File: src/rtl/mips_pkg.sv
// Shared MIPS front-end types and constants.
// Opcodes, fetch FSM states and the fetched-word bundle.
package mips_pkg;

  localparam logic [5:0] OP_RTYPE = 6'b000000;
  localparam logic [5:0] OP_LW    = 6'b100011;
  localparam logic [5:0] OP_SW    = 6'b101011;
  localparam logic [5:0] OP_BEQ   = 6'b000100;
  localparam logic [5:0] OP_HALT  = 6'b111111;

  localparam logic [31:0] RESET_PC_DEFAULT = 32'h0000_0000;

  typedef enum logic {
    RUN,
    HALTED
  } fetch_state_e;

  typedef struct packed {
    logic [31:0] instr;
    logic [31:0] pc;
  } fetch_word_t;

  function automatic logic [5:0] opcode_of(
    input logic [31:0] w
  );
    return w[31:26];
  endfunction

endpackage

File: src/rtl/fetch_skid_buf.sv
// One-entry holding register for a fetch response
// that arrives while the decoder is stalled.
module fetch_skid_buf
  import mips_pkg::*;
(
  input  logic        clk,
  input  logic        rst,
  input  logic        clear,
  input  logic        load,
  input  logic        drain,
  input  fetch_word_t din,
  output logic        valid,
  output fetch_word_t dout
);

  always_ff @(posedge clk) begin
    if (rst) begin
      valid <= 1'b0;
      dout  <= '0;
    end else if (clear) begin
      valid <= 1'b0;
    end else if (load) begin
      valid <= 1'b1;
      dout  <= din;
    end else if (drain) begin
      valid <= 1'b0;
    end
  end

endmodule

File: src/rtl/instr_fetch_unit.sv
// Instruction fetch stage: PC, imem request, IF/ID
// register, stall skid, redirect flush and HALT stop.
module instr_fetch_unit
  import mips_pkg::*;
#(
  parameter logic [31:0] RESET_PC = RESET_PC_DEFAULT,
  parameter logic [5:0]  HALT_OP  = OP_HALT
) (
  input  logic        clk,
  input  logic        rst,
  input  logic        stall,
  input  logic        redirect,
  input  logic [31:0] redirect_pc,
  output logic        imem_en,
  output logic [31:0] imem_addr,
  input  logic [31:0] imem_rdata,
  output logic        if_valid,
  output logic [31:0] if_instr,
  output logic [31:0] if_pc,
  output logic [31:0] if_pc_plus4,
  output logic        halted
);

  fetch_state_e state;
  logic [31:0]  pc;
  logic [31:0]  req_pc;
  logic         req_valid;
  fetch_word_t  ifid;
  fetch_word_t  rsp;
  fetch_word_t  skid_q;
  fetch_word_t  ld_word;
  logic         skid_valid;
  logic         run;
  logic         flush;
  logic         live;
  logic         take_skid;
  logic         take_rsp;
  logic         to_skid;
  logic         ld;
  logic         halt_hit;

  assign run   = (state == RUN);
  assign flush = run & redirect;
  assign live  = run & ~redirect;

  assign imem_en   = run & ~stall & ~redirect & ~rst;
  assign imem_addr = pc;

  assign rsp = '{instr: imem_rdata, pc: req_pc};

  // skid only fills while stalled, so it always
  // holds the older word when both could load
  assign take_skid = live & ~stall & skid_valid;
  assign take_rsp  = live & ~stall & ~skid_valid
                   & req_valid;
  assign to_skid   = live & stall & req_valid;
  assign ld        = take_skid | take_rsp;
  assign ld_word   = skid_valid ? skid_q : rsp;
  assign halt_hit  = ld
                   & (opcode_of(ld_word.instr) == HALT_OP);

  fetch_skid_buf u_skid (
    .clk   (clk),
    .rst   (rst),
    .clear (flush | ~run),
    .load  (to_skid),
    .drain (take_skid),
    .din   (rsp),
    .valid (skid_valid),
    .dout  (skid_q)
  );

  always_ff @(posedge clk) begin
    if (rst) begin
      state     <= RUN;
      pc        <= RESET_PC;
      req_valid <= 1'b0;
      req_pc    <= '0;
      if_valid  <= 1'b0;
      ifid      <= '0;
      halted    <= 1'b0;
    end else begin
      req_valid <= imem_en;
      if (imem_en) begin
        pc     <= pc + 32'd4;
        req_pc <= pc;
      end else if (flush) begin
        pc <= redirect_pc & ~32'd3;
      end
      unique case (1'b1)
        flush: if_valid <= 1'b0;
        ld: begin
          if_valid <= 1'b1;
          ifid     <= ld_word;
        end
        default: if (!stall) if_valid <= 1'b0;
      endcase
      if (halt_hit) begin
        state  <= HALTED;
        halted <= 1'b1;
      end
    end
  end

  assign if_instr    = ifid.instr;
  assign if_pc       = ifid.pc;
  assign if_pc_plus4 = ifid.pc + 32'd4;

endmodule
File: config.mk
export PLATFORM = sky130hd
export DESIGN_NAME = instr_fetch_unit
export DESIGN_NICKNAME = d
export VERILOG_FILES = /design/src/rtl/mips_pkg.sv /design/src/rtl/fetch_skid_buf.sv /design/src/rtl/instr_fetch_unit.sv
export SDC_FILE = /design/constraint.sdc
export NUM_CORES = 1
export LEC_CHECK = 0
export BUFFER_PORTS_ARGS = -buffer_cell sky130_fd_sc_hd__buf_4
export CELL_PAD_IN_SITES_DETAIL_PLACEMENT = 1
export CELL_PAD_IN_SITES_GLOBAL_PLACEMENT = 1
export CORE_MARGIN = 8
export CORE_UTILIZATION = 45
export CTS_CLUSTER_DIAMETER = 30
export DETAILED_ROUTE_END_ITERATION = 10
export PLACE_DENSITY_LB_ADDON = 0.1
export SLEW_MARGIN = 15
export SYNTH_ARGS = -nofsm -noshare
export SYNTH_HDL_FRONTEND = slang
export SYNTH_HIERARCHICAL = 1
export SYNTH_SLANG_ARGS = --single-unit
File: constraint.sdc
create_clock -name clk -period 3.35 [get_ports clk]
set_input_delay 0.67 -clock clk [delete_from_list [all_inputs] [get_ports clk]]
set_output_delay 0.67 -clock clk [all_outputs]
set_load 0.02 [all_outputs]
==> impl_results.md <==
* First-pass GRT wire length at 44800 um
* CP cell instances: ha_1, nand3_1, nor4_2, buf_4, and4_1, nand4_1, xnor2_1, buf_4
* Die area at 0.0260 mm^2
* Final Max Slew Viols at 0
* Worst hold path type: in -> reg
* Register area share after synthesis at 40.4%
* GR Overflow Total at 0
* Synth Flop Type: dfxtp_1
* Seq pwr share at 45.9%
* Endpoint class of the critical path: output port
* Yosys reg bits at 192
* Layout cells sized above 1 at 26.8%
* Routability congestion estimate at 0.788
* Die Y at 161 um
* Final wirelength at 27500 um
* Worst-Skew Late Latency at 0.43 ns
* Setup crit start: if_pc[2]
* Leading area contributor after synthesis: dfxtp_1
* Gr usage total at 20.6%
* Pin count of the biggest net entering global routing at 257
* Drt wl/cell at 18.7 um
* Post-synthesis mux area share at 6.95%
* Reg2Reg Depth at 7
* Clock root cell: clkbuf_16
* DP HPWL at 18400 um
* Area growth, synth to finish at 22.8%
* Initial antenna violation count at 0
* I/O pin cnt at 199
* Crit path kind: reg -> out
* Number of hold violations in the final report at 0
* Met2 WL at 12700 um
* Tot Pwr at 5.27 mW
* Setup crit end: if_pc_plus4[28]
* Starting density of the core at 45.5%
* DR top layer: met4
* Clock transition at path regs at 0.07 ns
* Xor/xnor cell area share of the yosys netlist at 3.23%
* Critical Path RT at 2.68 ns
* Yosys top cell area share at 40.4%
* Slew @ Worst Pin at 0.975 ns
* Fmax at 0.330 GHz
* Final setup fails at 0
* Clock buffer depth at 2
* Pre-Repair DR Iteration Count at 5
* Worst reg2reg path startpoint: imem_addr[2]
* Synth warn at 6
* WP data arrival at 2.36 ns
* Synth unique cells at 57
* Post-layout min period at 3.03 ns
* Critical R2R Capture: imem_addr[24]
* Clk sinks at 192
* Antenna viol nets, final at 0
* Core footprint at 0.0209 mm^2
* CTS tree: done
* H-tree levels at 4
* PortBufs at 194
* Top cells by area, synth: dfxtp_1, nand4bb_1, mux2i_1
* Adder-Cell Fraction of Synth Area at 0.263%
* Ys async rst share at 0%
* Number of global-route vias before repair at 8642
* Power Internal at 4.00 mW
* Power per cell area at 452 mW/mm^2
* Worst vdd rail ir drop at 0.000347 V
* Synth Area per Inst at 9.10 um^2
* Routed vias/inst at 5.57
* Max Cap Violations at 0
* Status: finished, final reports clean
* Slowest stage delay, CP at 0.44 ns
* DRT iter0 DRCs at 364
* Lkg Pwr at 4.18 nW
* Post-cts resize count at 0
* Most used cell, CP: buf_4
* NumNets Final at 1253
* Die W at 161 um
* Simple-gate share of the synthesized area at 25.7%
* Max Clock Skew at 0.00901 ns
* Number of diodes at 0
* Slowest cell on crit path: dfxtp_1
* Switching Share at 24.2%
* Met3 Wirelength at 1260 um
* Drc violations at 0
* RSZ-0062 raised after global routing: no
* Crit-path max FO at 6
* Post-CTS Setup Bufs at 0
* Cells after Synth at 1044
* # hold bufs at CTS at 0
* Combinational Power Share at 9.8%
* Slew HR at 35.0%
* Clock network power share at 44.3%
* Compound-Gate Fraction of Synth Area at 17.5%
* M1 wire length at 13200 um
* TritonCTS buffer count at 17
* Main combinational cell family by area after synthesis: simple AND/OR/NAND/NOR gates
* EDFF count, synth at 0
* Tcrit/Tclk final at 90.3%
* Detailed-route via count at 8198
* R2R setup slack at 0.79 ns
* Mapped Area at 0.00950 mm^2
* Startpoint types: flip-flop
* Fin Setup TNS at 0 ns
* Switch Pwr at 1.27 mW
* Num rows at 53
-- state kept, by name, indices dropped and copies added (netlist names), 30 cells and up --
name         count
if_pc           32
u_skid/dout     64
imem_addr       30
if_instr        32
req_pc          30
-- kinds of logic (layout without fill, tap and decap cells) --
group	Yosys count	in the layout
fa+ha+maj	2	2
flops	192	192
compound gates	232	232
mux	66	66
buf+inv	103	252
simple gates	413	413
other cells	1	4
xor+xnor	35	35
-- final cells by class --
cell class / instances / area, um^2
clock buffers: 20 / 447
clock inverters: 12 / 229
inverters: 8 / 30.0
multi-input cells: 752 / 5140
flip-flops and latches: 192 / 3850
well taps: 275 / 344
fillers: 2405 / 9220
repair buffers: 212 / 1630
-- through the flow --
stage / instances / area, um^2 / hold slack (ns) / utilization [%] / setup slack (ns)
after floorplan: 1047 / 9520 / 0.449 / - / 0.600
after global placement: 1439 / 11000 / 0.460 / 52.6 / 0.754
after detailed placement: 1439 / 11000 / 0.468 / 52.6 / 0.711
after CTS: 1471 / 11700 / 0.455 / 55.9 / 0.234
after global routing: 1471 / 11700 / 0.493 / 55.9 / 0.0809
final: 1471 / 11700 / 0.469 / 55.9 / 0.324
-- cells in the final DEF, fill, tap and decap left out, types with 5 or more instances in the layout --
| master | Yosys | routed |
|---|---|---|
| and3_1 | 5 | 5 |
| a31oi_1 | 5 | 5 |
| nand3_1 | 23 | 23 |
| xor2_1 | 13 | 13 |
| nor3_1 | 6 | 5 |
| o21ai_2 | 60 | 60 |
| clkbuf_16 | 0 | 17 |
| buf_4 | 9 | 208 |
| a211oi_1 | 64 | 64 |
| o21ai_0 | 13 | 13 |
| nor4_1 | 12 | 12 |
| nand2b_1 | 65 | 65 |
| o22ai_1 | 5 | 5 |
| a22oi_1 | 7 | 7 |
| nand2_1 | 101 | 101 |
| dfxtp_1 | 192 | 191 |
| a21oi_1 | 51 | 51 |
| mux2i_1 | 66 | 66 |
| xnor2_1 | 22 | 22 |
| nand4bb_1 | 64 | 64 |
| bufinv_16 | 0 | 6 |
| nand4_1 | 17 | 17 |
| or2_2 | 5 | 5 |
| nor2_1 | 92 | 90 |
| inv_1 | 8 | 8 |
| and4_1 | 10 | 10 |
-- per-layer routing --
metal	vias to the layer above	track usage, %
met5	-	0
met4	0	5.22
met3	22	4.50
met2	170	33.4
met1	3966	27.4
li1	4040	-
-- cells in the mapped netlist (all sizes together), types with 3 or more instances --
cell / number
xnor2: 22
o31a: 3
and3: 5
and4: 10
nand3: 24
nor3: 6
buf: 46
a211oi: 64
o22ai: 5
inv: 8
clkbuf: 49
nand4: 17
nor2: 92
nor2b: 3
nand2b: 65
nand4bb: 64
a21oi: 52
mux2i: 66
dfxtp: 192
nand2: 101
or2: 5
a22oi: 7
a311oi: 3
nor4: 14
or4: 3
o21ai: 77
a31oi: 5
xor2: 13
-- how the worst min path moves through the flow --
| stage | depth (start not counted) | to | startpoint |
|---|---|---|---|
| 2_1_floorplan | 2 | req_pc[10] | req_pc[10] |
| 3_3_place_gp | 2 | if_valid | if_valid |
| 3_5_place_dp | 2 | u_skid/dout[4] | u_skid/dout[4] |
| 4_1_cts | 3 | imem_addr[12] | redirect_pc[12] |
| 5_1_grt | 2 | u_skid/dout[11] | u_skid/dout[11] |
| 6_report | 3 | imem_addr[12] | redirect_pc[12] |
-- critical path: cells and delay by family, from the launching register on --
family | cells | cell delay (ns)
XOR/XNOR | 1 | 0.16
AND/OR/NAND/NOR | 4 | 0.77
flip-flops | 1 | 0.44
adder cells (fa/ha/maj) | 1 | 0.23
buffers and inverters | 2 | 0.34
-- power groups by stage --
stage                     Sequential (mW)  Combinational [mW]  Clock (mW)
after CTS                            2.42               0.519        2.38
final                                2.42               0.515        2.34
after global placement               2.47               0.510           0
after global routing                 2.43               0.558        2.47
after detailed placement             2.47               0.517           0
after floorplan                      2.49               0.267           0
(Power assumes the default switching activity.)
